**src/rtl/q_frag_seq_pkg.sv**
```systemverilog
// Shared types for the Q_FRAG bank sequencer: operation codes, FSM states and
// the request record captured from the winning requester.
package q_frag_seq_pkg;

    localparam int Q_WIDTH = 8;
    localparam int Q_AW    = 2;

    typedef enum logic [1:0] {
        OP_WRITE      = 2'b00,
        OP_CLEAR_ALL  = 2'b01,
        OP_PRESET_ALL = 2'b10,
        OP_NOP        = 2'b11
    } op_t;

    typedef enum logic [1:0] {
        ST_HOLD,
        ST_IDLE,
        ST_EXEC,
        ST_SETTLE
    } state_t;

    // Sized by the package geometry; narrower instances zero-extend into it.
    typedef struct packed {
        op_t                op;
        logic [Q_AW-1:0]    addr;
        logic [Q_WIDTH-1:0] data;
    } req_t;

endpackage

```
**src/rtl/q_frag_rr_arb2.sv**
```systemverilog
// Two-way round-robin arbiter; the pointer remembers who won last and only
// moves when a grant is actually issued.
module q_frag_rr_arb2 (
    input  logic       clk,
    input  logic       rst_n,
    input  logic [1:0] valid,
    input  logic       en,
    output logic [1:0] grant
);

    logic last_b;

    always_comb begin
        grant = 2'b00;
        if (en) begin
            case (valid)
                2'b01:   grant = 2'b01;
                2'b10:   grant = 2'b10;
                2'b11:   grant = last_b ? 2'b01 : 2'b10;
                default: grant = 2'b00;
            endcase
        end
    end

    // Starting as "B won last" makes the first contested grant go to A.
    always_ff @(posedge clk or negedge rst_n) begin
        if (!rst_n) begin
            last_b <= 1'b1;
        end else if (|grant) begin
            last_b <= grant[1];
        end
    end

endmodule

```
**src/rtl/q_frag_seq.sv**
```systemverilog
// Sequencer for a Q_FRAG flip-flop bank: power-up reset hold, then arbitrated
// write / clear-all / preset-all operations as accept, execute, settle steps.
module q_frag_seq
    import q_frag_seq_pkg::*;
#(
    parameter int WIDTH    = 8,
    parameter int DEPTH    = 4,
    parameter int AW       = 2,
    parameter int HOLD_CYC = 4
) (
    input  logic             QCK,
    input  logic             QRST_N,
    input  logic             a_valid,
    input  logic             b_valid,
    output logic             a_ready,
    output logic             b_ready,
    input  logic [1:0]       a_op,
    input  logic [1:0]       b_op,
    input  logic [AW-1:0]    a_addr,
    input  logic [AW-1:0]    b_addr,
    input  logic [WIDTH-1:0] a_data,
    input  logic [WIDTH-1:0] b_data,
    output logic [DEPTH-1:0] qen,
    output logic [WIDTH-1:0] qdi,
    output logic             cds,
    output logic             qrt,
    output logic             qst,
    output logic             uqrt,
    output logic             uqst,
    output logic             qrts,
    output logic             qsts,
    output logic             busy,
    output logic             done,
    output logic             done_id,
    output logic             err
);

    localparam int             HW        = (HOLD_CYC > 1) ? $clog2(HOLD_CYC) : 1;
    localparam logic [HW-1:0]  HOLD_LAST = HW'(HOLD_CYC - 1);
    localparam logic [AW:0]    DEPTH_W   = (AW + 1)'(DEPTH);

    state_t             state, state_nxt;
    logic [HW-1:0]      hold_cnt, hold_nxt;
    logic               id_q, id_nxt;
    logic               bad_q, bad_nxt;
    logic [1:0]         grant;
    req_t               sel_req;
    logic               sel_bad;
    logic [AW-1:0]      sel_addr;

    logic [DEPTH-1:0]   qen_nxt;
    logic [WIDTH-1:0]   qdi_nxt;
    logic               cds_nxt, qrt_nxt, uqrt_nxt, uqst_nxt, sel_nxt;
    logic               busy_nxt, done_nxt, done_id_nxt, err_nxt;
    logic               sel_q;

    q_frag_rr_arb2 u_arb (
        .clk   (QCK),
        .rst_n (QRST_N),
        .valid ({b_valid, a_valid}),
        .en    (state == ST_IDLE),
        .grant (grant)
    );

    assign a_ready = grant[0];
    assign b_ready = grant[1];
    assign qrts    = sel_q;
    assign qsts    = sel_q;
    assign qst     = 1'b0;

    always_comb begin
        if (grant[1]) begin
            sel_req.op   = op_t'(b_op);
            sel_req.addr = Q_AW'(b_addr);
            sel_req.data = Q_WIDTH'(b_data);
        end else begin
            sel_req.op   = op_t'(a_op);
            sel_req.addr = Q_AW'(a_addr);
            sel_req.data = Q_WIDTH'(a_data);
        end
        sel_addr = AW'(sel_req.addr);
        sel_bad  = (sel_req.op == OP_WRITE) && ({1'b0, sel_addr} >= DEPTH_W);
    end

    // Outputs are computed for the coming state so every pin leaves a flop;
    // strobes for an operation are launched on the accept edge itself.
    always_comb begin
        state_nxt   = state;
        hold_nxt    = hold_cnt;
        id_nxt      = id_q;
        bad_nxt     = bad_q;
        qen_nxt     = '0;
        qdi_nxt     = qdi;
        cds_nxt     = 1'b0;
        qrt_nxt     = 1'b0;
        uqrt_nxt    = 1'b0;
        uqst_nxt    = 1'b0;
        sel_nxt     = 1'b1;
        done_nxt    = 1'b0;
        done_id_nxt = done_id;
        err_nxt     = 1'b0;

        case (state)
            ST_HOLD: begin
                if (hold_cnt == HOLD_LAST) begin
                    state_nxt = ST_IDLE;
                end else begin
                    hold_nxt = hold_cnt + 1'b1;
                    qrt_nxt  = 1'b1;
                    sel_nxt  = 1'b0;
                end
            end
            ST_IDLE: begin
                if (|grant) begin
                    state_nxt = ST_EXEC;
                    id_nxt    = grant[1];
                    bad_nxt   = sel_bad;
                    case (sel_req.op)
                        OP_WRITE: begin
                            if (!sel_bad) begin
                                qen_nxt = DEPTH'(1) << sel_addr;
                                cds_nxt = 1'b1;
                                qdi_nxt = WIDTH'(sel_req.data);
                            end
                        end
                        OP_CLEAR_ALL:  uqrt_nxt = 1'b1;
                        OP_PRESET_ALL: uqst_nxt = 1'b1;
                        default: ;
                    endcase
                end
            end
            ST_EXEC: begin
                state_nxt   = ST_SETTLE;
                done_nxt    = 1'b1;
                done_id_nxt = id_q;
                err_nxt     = bad_q;
            end
            default: begin
                state_nxt = ST_IDLE;
            end
        endcase

        busy_nxt = (state_nxt != ST_IDLE);
    end

    always_ff @(posedge QCK or negedge QRST_N) begin
        if (!QRST_N) begin
            state    <= ST_HOLD;
            hold_cnt <= '0;
            id_q     <= 1'b0;
            bad_q    <= 1'b0;
            qen      <= '0;
            qdi      <= '0;
            cds      <= 1'b0;
            qrt      <= 1'b1;
            uqrt     <= 1'b0;
            uqst     <= 1'b0;
            sel_q    <= 1'b0;
            busy     <= 1'b0;
            done     <= 1'b0;
            done_id  <= 1'b0;
            err      <= 1'b0;
        end else begin
            state    <= state_nxt;
            hold_cnt <= hold_nxt;
            id_q     <= id_nxt;
            bad_q    <= bad_nxt;
            qen      <= qen_nxt;
            qdi      <= qdi_nxt;
            cds      <= cds_nxt;
            qrt      <= qrt_nxt;
            uqrt     <= uqrt_nxt;
            uqst     <= uqst_nxt;
            sel_q    <= sel_nxt;
            busy     <= busy_nxt;
            done     <= done_nxt;
            done_id  <= done_id_nxt;
            err      <= err_nxt;
        end
    end

endmodule

```
**config.mk**
```make
export PLATFORM = sky130hd
export DESIGN_NAME = q_frag_seq
export DESIGN_NICKNAME = d
export VERILOG_FILES = /design/src/rtl/q_frag_seq_pkg.sv /design/src/rtl/q_frag_rr_arb2.sv /design/src/rtl/q_frag_seq.sv
export SDC_FILE = /design/constraint.sdc
export NUM_CORES = 1
export LEC_CHECK = 0
export BUFFER_PORTS_ARGS = -buffer_cell sky130_fd_sc_hd__buf_2
export CELL_PAD_IN_SITES_DETAIL_PLACEMENT = 0
export CELL_PAD_IN_SITES_GLOBAL_PLACEMENT = 2
export CORE_MARGIN = 1.5
export CORE_UTILIZATION = 28
export CTS_CLUSTER_DIAMETER = 60
export DETAILED_ROUTE_END_ITERATION = 12
export GPL_TIMING_DRIVEN = 0
export MAX_ROUTING_LAYER = met4
export PLACE_DENSITY = 0.79
export SYNTH_ARGS = -nofsm -noshare
export SYNTH_HDL_FRONTEND = slang
export SYNTH_SLANG_ARGS = --single-unit
```
**constraint.sdc**
```tcl
create_clock -name QCK -period 1.8 [get_ports QCK]
set_clock_uncertainty 0.1 [all_clocks]
set_input_delay 0.54 -clock QCK [delete_from_list [all_inputs] [get_ports QCK]]
set_output_delay 0.54 -clock QCK [all_outputs]
set_load 0.05 [all_outputs]
```
-- Word level (Yosys, flattened, before mapping)
Index checks and enable logic that the tools add are counted.
- $add $sub $neg: 1
- equality and inequality tests: 9
- shift operators: 1
- multiplexer cells: 24
- bitwise logic cells: 1
- reduce and logical (&&, ||, !) cells: 6
- operator list (kind ; count):
    1-bit two-way mux ; 14
    12-bit two-way mux ; 1
    4-bit two-way mux ; 3
    2-bit case mux with 3 select lines ; 2
    2-bit == test, second input constant ; 5
    2-bit two-way mux ; 4
    2-bit by 1-bit == test with 1-bit output, second input constant ; 3
    2-bit logical NOT ; 2
    2-bit AND reduction ; 2
    1-bit by 2-bit << shifter with 4-bit output, first input constant ; 1
    3-bit AND reduction ; 1
    2-bit by 1-bit adder with 2-bit output, second input constant ; 1
    2-bit by 1-bit inequality test with 1-bit output, second input constant ; 1
    2-bit OR reduction ; 1
    1-bit NOT ; 1
- register bits: 26
- output and inout port bits: 25
- logic and storage cells: 56

-- Depth between registers and ports, before layout
Gate-level depths: netlist of the first run.
- word-level depth: 8
- gate-level depth with buffers: 6

-- Modules after synthesis
Synthesis of the first run repeated with hierarchy kept, for this count alone.
- cells, all modules: 91
- area total of the unflattened synthesis: 1226.2 um^2
- modules (own cells, without submodules) (module ; instances ; cells an instance ; area each (um^2) ; seq. area each (um^2)):
    q_frag_seq ; 1 ; 83 ; 1163.6 ; 626.9
    q_frag_rr_arb2 ; 1 ; 8 ; 62.6 ; 26.3

-- Least setup slack after synthesis of the first run
Ideal clock, no wire load.
- kind: input -> output
- from: input port a_valid
- to: output port b_ready
- arrival time: 1307 ps
- data required time: 1160 ps
- path slack: -147 ps
- stages: 4
- buffers on the path: 1
- cells stage by stage: nand2_1 > nand3_4 > buf_6 > inv_1
- word-level cells in the longest chain between the ends: 3
- elaborated cells between the ends (all ways): 5
- those cells by class: eq/ne: 3; mux: 2
- ends and longest elaborated chain (item ; line ; source):
    start: declaration ; q_frag_seq.sv:13 ; input logic a_valid,
    2-bit == test or 2-bit by 1-bit == test with 1-bit output (tied branches) ; q_frag_rr_arb2.sv:16 ; case (valid)
    2-bit case mux with 3 select lines (*) ; q_frag_rr_arb2.sv:16 ;
    2-bit two-way mux (*) ; q_frag_rr_arb2.sv:15 ; if (en) begin
    end: declaration ; q_frag_seq.sv:16 ; output logic b_ready,
Mark *: on every way between the ends. The rest lies on a longest branch, timed or not.

-- Worst setup path after layout of the first run
- from: register u_arb.last_b
- to: output port a_ready
- word-level cells in the longest chain between the ends: 3
- ends and longest elaborated chain (item ; line ; source):
    start: declaration ; q_frag_rr_arb2.sv:11 ; logic last_b;
    start signal: assignment ; q_frag_rr_arb2.sv:30 ; last_b <= grant[1];
    2-bit two-way mux ; q_frag_rr_arb2.sv:19 ; 2'b11: grant = last_b ? 2'b01 : 2'b10;
    2-bit case mux with 3 select lines ; q_frag_rr_arb2.sv:16 ;
    2-bit two-way mux ; q_frag_rr_arb2.sv:15 ;
    end: declaration ; q_frag_seq.sv:15 ; output logic a_ready,
Every way passes these cells.

==> results.txt, run 1 <==
The depth of the CTS H-tree came out at 1. The path class of the tightest hold or removal check is input pin to async pin. The total area inside the core boundary comes to 4060 um2. The maximum number of pins on one net before global-route repair came out at 27. The pre-CTS setup slack came out at -0.363 ns. Setup slack on the critical path of the routed design comes to -0.158 ns. In the global route stage, met2 resource usage came out at ~22%. For this run the aggregate overflow at the end of global routing stands at 0. The arrival time of the worst setup path is ~1.3 ns.

TritonCTS built the clock tree. Once detail routing completed, the nets flagged for antenna violations numbered 0. The number of slew-limit violations in the final report is 0. The completed layout was analyzed and its total power is 2990 uW.

The required time of the worst setup path is roughly 1.2 ns. Summed over all failing endpoints, the final setup total negative slack is -0.302 ns. The synthesized netlist occupies a cell area of roughly 1200 um2. For this run, design rule violations remaining after detail routing come to 0. The clock latency reported for the late side of the worst-skew pair came out at about 0.27 ns. The layer flagged by global routing as most heavily used is met2.

The post-route non-filler standard cell count is 209. The number of antenna violations at the first check in global routing is 0. The count of maximum capacitance violations came out at 0. The standard-cell row count came out at 23. The gate count after technology mapping is a little under 100. The top achievable clock speed came out at around 510 MHz. The detailed router's first-iteration violation count came out at 37. The number of I/O pins came out at 53. The remaining max-slew budget at the tightest pin came out at 62.1%. The number of clock sinks is 26.

The number of vias in the routed layout is 942. The fraction of the yosys area taken by sequential cells is between 50 and 60%. After layout, the worst path uses 109% of the clock period.

The wire length per cell after detailed routing is 12.9 um. The number of cells after detailed placement is between 150 and 200. The footprint of the flip-flops and latches came out at roughly 650 um2. The met1 layer usage reported by global route came out at between 10% and 20%. The number of nets in the final layout is between 150 and 200.

The final weighted congestion in routability-driven placement is roughly 0.70. For this design the static power due to leakage is 0.000848 uW. The combined area of the multi-input logic cells came out at 508 um2. During placement, the flow inserted port buffers numbering 50.

The critical path startpoint category is a flip-flop. The die height came out at 68.3 um. The via density per instance came out at around 4.5.

The power per standard cell area came out at 1780 nW/um2. The number of endpoints with negative hold slack in the final report is 0. The global-route wire length before repair is 4510 um. The count of hold buffers inserted by post-cts repair is 0. The initial core utilization is just under 30%. The met3 track demand over resource is under 10%.

The count of inserted antenna diode cells came out at 0. The clock slew seen by the registers of the worst setup and hold paths is roughly 0.090 ns. VDD sags by at most 0.567 mV. The flow ran to the end, but the final reports show violations. The total of flip-flops plus latches after synthesis came out at 26. The worst setup path is of the flip-flop to primary output kind. The root buffer cell chosen for the clock tree is clkbuf_8. The total wirelength of the detailed-routed design is 2700 um. The final reports fail on negative setup slack. During synthesis, Yosys emitted a total of 0 warnings.

The floorplan step set the die width to a little under 70 um. The critical-path maximum fanout is 3. The final setup violation count is 2. The HPWL reported at the end of detailed placement is roughly 2000 um. The die area is ~4700 um2. Global routing used approximately an eighth of the available tracks across all layers. The synthesized area per cell came out at approximately 12 um2. For the pin with the worst max-slew slack, the measured transition is 0.569 ns. The relative area change from synthesis to final layout is 40.7%.

The final standard cell utilization of the core is 41.4%. The number of search-and-repair iterations in the first detailed-routing pass is 4. STA classifies the critical path endpoint as a primary output.

Setup repair after global routing could not meet its margin everywhere. The via count of the first global-routing pass is ~960. The share of cells above drive strength 1 is between 50% and 60%. The count of filler cells inserted in the layout came out at 399. The number of buffers added by the clock tree synthesis step is 3. The shortest period the worst path allows came out at between 1.5 and 2 ns. The buffer levels on the longest clock path came out at 2. After synthesis, the netlist uses 29 different library cells.
[routing by layer]
layer,up-vias,part of all wire [%]
met2,31,52
met1,451,42
met5,-,0
met3,5,5.2
met4,0,0.96
li1,455,-
[flip-flops by register name (all words and copies together) (netlist names)]
register / count
qdi: 8
qen: 4
hold_cnt: 2
state: 2
busy: 1
cds: 1
done: 1
done_id: 1
id_q: 1
qrt: 1
qrts: 1
u_arb.last_b: 1
uqrt: 1
uqst: 1
[placed cells by master, fill, tap and decap left out, types with 2 or more instances in the layout]
cell type  synthesis  final
clkbuf_8           0      3
dfstp_2            2      2
nand3_1            4      4
conb_1             1      2
nand3b_1           8      8
nand2_1            7      6
mux2_2            12     12
buf_4              3     11
a21oi_1            3      3
buf_2              1     48
o21ai_0            3      3
inv_1              4      3
nor3_1             2      2
dfrtp_1           24     24
nor2_1             2      2
mux2_4             4      4
a21boi_0           3      3
buf_8              0      2
[through the flow]
step | hold WS [ns] | instance area, um2
finish | 0.150 | 1680
global route | 0.188 | 1680
CTS | 0.178 | 1660
detailed placement | 0.369 | 1520
global placement | 0.359 | 1520
floorplan | 0.144 | 1200
[worst max-delay path, stage by stage (launching register included)]
cell and delay [ns]:
dfstp_2 0.58, nand2b_4 0.13, and3_4 0.19, buf_8 0.14
[kinds of logic (layout without fill, tap and decap cells)]
kind of cell / after synthesis / after routing / share of synthesized area, %
AND/OR/NAND/NOR: 30 / 30 / 15.6
XOR/XNOR: 1 / 1 / 0.733
adder cells (fa/ha/maj): 1 / 1 / 1.05
multiplexers: 16 / 16 / 16.3
flip-flops: 26 / 26 / 54.7
other: 1 / 2 / 0.314
buffers and inverters: 10 / 71 / 4.82
AO/OA/AOI/OAI: 12 / 12 / 6.49
[timing repair]
item / in CTS / in global routing
pin swaps: 3 / 0
buffers inserted: 7 / 1
gates resized for setup: 8 / 5
setup endpoints to repair: 7 / 4
[path summary, 6_finish.rpt]
check                        startpoint           to  slack, ns  cells after the start
min reg2reg                 hold_cnt[0]  hold_cnt[0]       0.39                      1
min                              QRST_N         id_q       0.15                      1
max in group asynchronous        QRST_N       qdi[6]       1.07                      1
max                        u_arb.last_b      a_ready      -0.16                      3
max reg2reg                u_arb.last_b       qdi[1]       0.07                      5
min in group QCK            hold_cnt[0]  hold_cnt[0]       0.39                      1
[cell usage after synthesis]
| library cell | count | area (um2) |
|---|---|---|
| o21ai_0 | 3 | 15.0 |
| buf_4 | 3 | 22.5 |
| o21a_1 | 1 | 7.51 |
| buf_2 | 1 | 5.00 |
| buf_6 | 1 | 11.3 |
| a21oi_1 | 3 | 15.0 |
| nand2b_1 | 2 | 12.5 |
| dfrtp_1 | 24 | 601 |
| a31oi_1 | 1 | 6.26 |
| nand2_1 | 7 | 26.3 |
| nand3_4 | 1 | 17.5 |
| and3_1 | 1 | 6.26 |
| dfstp_2 | 2 | 52.6 |
| mux2_4 | 4 | 60.1 |
| and2_1 | 1 | 6.26 |
| ha_1 | 1 | 12.5 |
| inv_1 | 4 | 15.0 |
| nor2b_4 | 1 | 13.8 |
| nand3b_1 | 8 | 60.1 |
| nand3_1 | 4 | 20.0 |
| a21boi_2 | 1 | 11.3 |
| clkbuf_1 | 1 | 3.75 |
| or3_1 | 1 | 6.26 |
| conb_1 | 1 | 3.75 |
| a21boi_0 | 3 | 22.5 |
| mux2_2 | 12 | 135 |
| nor3_1 | 2 | 10.0 |
| nor2_1 | 2 | 7.51 |
| xnor2_1 | 1 | 8.76 |
[layout make-up]
| cell class | instances | area share [%] |
|---|---|---|
| Inverter | 4 | 1.12 |
| Clock buffer | 3 | 2.46 |
| Timing Repair Buffer | 58 | 19.6 |
| Buffer | 5 | 2.23 |
| Multi-Input combinational cell | 62 | 30.2 |
| Sequential cell | 26 | 38.8 |
| Tap cell | 50 | 3.72 |
| Clock inverter | 1 | 1.79 |
[power breakdown]
group	total [uW]	switching [uW]	internal [uW]
logic	1570	1020	547
clock network	488	190	298
registers	934	111	823
(Power assumes the default switching activity.)
==> run 2: changes to the inputs <==
--- a/config.mk
+++ b/config.mk
@@ -18,3 +18,4 @@
 export SYNTH_ARGS = -nofsm -noshare
 export SYNTH_HDL_FRONTEND = slang
 export SYNTH_SLANG_ARGS = --single-unit
+export TNS_END_PERCENT = 20
==> run 2 against run 1 <==
Net effect: the run still ends with negative setup slack left; sequential power about the same; cell count did not move; core utilization is 0.19 points higher; power increased by 0.72%; combinational power is essentially flat; critical path depth stayed put; hold slack about the same; clock-buffer cell count did not move; die area did not move; via count decreased by 0.11%; setup slack improved by 0.0012 ns; sequential share of layout area down 0.17 points; largest cell class unchanged.
==> results.txt, run 2 (same netlist as run 1, synthesis figures left out) <==
The post-route netlist has a little under three fifths of its cells at a drive strength greater than 1. The standard-cell row count is 23. The total wirelength of the detailed-routed design is between 2000 and 3000 um. Setup repair after global routing could not meet its margin everywhere. The largest register by flop count is qdi. The number of vias in the routed layout came out at roughly 940. The arrival time of the worst setup path came out at between 1 and 1.5 ns. The required time of the worst setup path came out at between 1 and 1.5 ns. IR analysis of the VDD net gives a maximum drop of around 0.57 mV.

The count of hold buffers inserted by post-cts repair came out at 0. The final standard cell utilization of the core is 41.6%. The combined area of the multi-input logic cells came out at 515 um2. The maximum number of pins on one net before global-route repair is 27.

The setup slack after layout is -0.156 ns. The buffer levels on the longest clock path came out at 2. The peak per-stage delay on the critical path came out at between 0.5 and 0.6 ns. After filler insertion, the fill cell instance count of the layout stands at 400.

The worst register-to-register path ends at qdi[1]. In this run the worst setup path begins at u_arb.last_b. The count of maximum capacitance violations is 0.

The depth of the CTS H-tree came out at 1. The internal power of the cells totals between 1500 and 2000 uW. The reg-to-reg startpoint is u_arb.last_b. After layout, the worst path uses 109% of the clock period. The number of buffers added by the clock tree synthesis step came out at 3.

The shortest period the worst path allows is just under 2 ns. On the critical path, the stage with the largest delay is an instance of dfstp_2. For this configuration, the core starts out at a cell density of between 20% and 30%. The number of clock sinks is 26. The number of search-and-repair iterations in the first detailed-routing pass is 4. The die height is slightly below 70 um. The die area is between 4000 and 5000 um2. TritonCTS built the clock tree.

The via count of the first global-routing pass is around 950. The top cell types in the final layout, fill and taps aside, are buf_2 (48), dfrtp_1 (24), mux2_2 (12), buf_4 (11), nand3b_1 (8). The aggregate global routing overflow came out at 0.

The number of I/O pins came out at 53. The number of routed nets with antenna violations came out at 0. The detailed router's first-iteration violation count is 36. The via density per instance came out at around 4.5. After legalization and detailed placement, the total HPWL measured around 2000 um. Across every metal layer, demand over resource in global routing totals 13.2%. The total core area is ~4100 um2. The count of input and output buffers is 50. The final setup violation count came out at 2.

The die outline width came out at 68.3 um. The clock slew seen by the registers of the worst setup and hold paths is roughly 0.09 ns. The number of antenna violations at the first check in global routing came to 0. Routability-driven placement finished with a final weighted congestion of ~0.70. The worst pin sits at a relative slew slack of between 60% and 70%.

The combinational power share came out at between 50% and 60%. The switching fraction of total power is between 40 and 50%. The clock network is responsible for between 10% and 20% of the overall power. The category of the most critical setup path is flip-flop to primary output. The global-route wire length before repair came out at about 4500 um.

After detailed routing, the average wire length per cell comes to about 13 um. The checks that failed: negative setup slack. The worst slack on hold paths came out at between 0.15 and 0.2 ns. The total leakage power came out at 0.000851 uW. For the worst flop-to-flop path, the logic depth is 5. The register with the most flip-flops in the layout has 8 of them. From synthesis to final layout, the design area changed by 41.4%.

Sequential cells burn 31.0% of the power. The post-route cell area came out at ~1700 um2. The power per standard cell area came out at around 1800 nW/um2. The placed cell area came out at 1520 um2. The number of nets in the final layout came out at ~190.

The number of antenna diodes in the final layout is 0. The worst setup path endpoint is a_ready. STA classifies the critical path endpoint as a primary output. The sequential cells in the finished layout cover a total of roughly 650 um2. The flow ran to the end, but the final reports show violations. The net switching component of the power came out at between 1000 and 1500 uW. The top achievable clock speed came out at 511 MHz.

CTS placed an instance of clkbuf_8 at the clock tree root. The largest registers in the layout are qdi: 8 flops, qen: 4 flops. The worst register-to-register path has a setup slack of approximately 0.030 ns. The worst hold path belongs to the class input pin to async pin. The critical-path maximum fanout came out at 3.

The number of slew-limit violations in the final report is 0. The pin slew with the least headroom to its limit is 0.569 ns. Walking the worst path, the cells encountered are nand2b_4 -> and3_4 -> buf_8.

The number of endpoints with negative hold slack in the final report is 0. The worst setup path is launched from a flip-flop. Leaving out fill and tap cells, the most frequent cell in the layout is buf_2. The clock latency reported for the late side of the worst-skew pair came out at 0.27 ns. For this run, design rule violations remaining after detail routing come to 0.
run 2: cell counts in the layout (fill, tap and decap cells not counted):
No cell type changed its count.
run 2: how the worst min path moves through the flow:
stage                      from           to  slack [ns]
CTS                      QRST_N         uqrt        0.18
floorplan                QRST_N         busy        0.14
global route             QRST_N         id_q        0.19
global placement        done_id      done_id        0.36
finish                   QRST_N         id_q        0.15
detailed placement  hold_cnt[1]  hold_cnt[1]        0.37
run 2: worst max-delay path: cells and delay by family (launching register included):
family	cells	cell delay (ns)
flops	1	0.58
buf+inv	1	0.14
simple gates	2	0.32
run 2: layout make-up:
type,count,area share [%]
Buffer,5,2.22
Inverter,4,1.11
Multi-Input combinational cell,62,30.5
Clock inverter,1,1.78
Clock buffer,3,2.44
Timing Repair Buffer,58,19.6
Sequential cell,26,38.7
Tap cell,50,3.70
run 2: metrics by stage:
step	power, uW	instances	setup slack [ns]	setup TNS, ns
floorplan	2060	98	0.00630	0
global placement	2360	198	-0.327	-1.60
detailed placement	2390	198	-0.363	-1.98
CTS	3010	208	-0.212	-0.378
global route	3200	209	-0.192	-0.551
finish	3010	209	-0.156	-0.299
run 2: power groups by stage:
stage | registers [uW] | logic [uW] | clock network, uW
detailed placement | 945 | 1450 | 0
finish | 934 | 1590 | 487
global route | 963 | 1710 | 523
global placement | 941 | 1420 | 0
CTS | 932 | 1570 | 501
floorplan | 1480 | 573 | 0
run 2: layer usage:
metal  GRT usage, %  up-vias  part of all wire, %
met1           16.8      453                   43
met3           1.97        5                  4.8
met4           3.75        0                 0.97
li1               -      454                    -
met5              -        -                    0
met2           22.0       29                   52
run 2: repair_timing:
item | 4_1_cts | 5_1_grt
endpoints found under the setup margin | 7 | 7
pin swaps | 2 | 0
resized for setup | 10 | 4
buffers inserted | 6 | 2
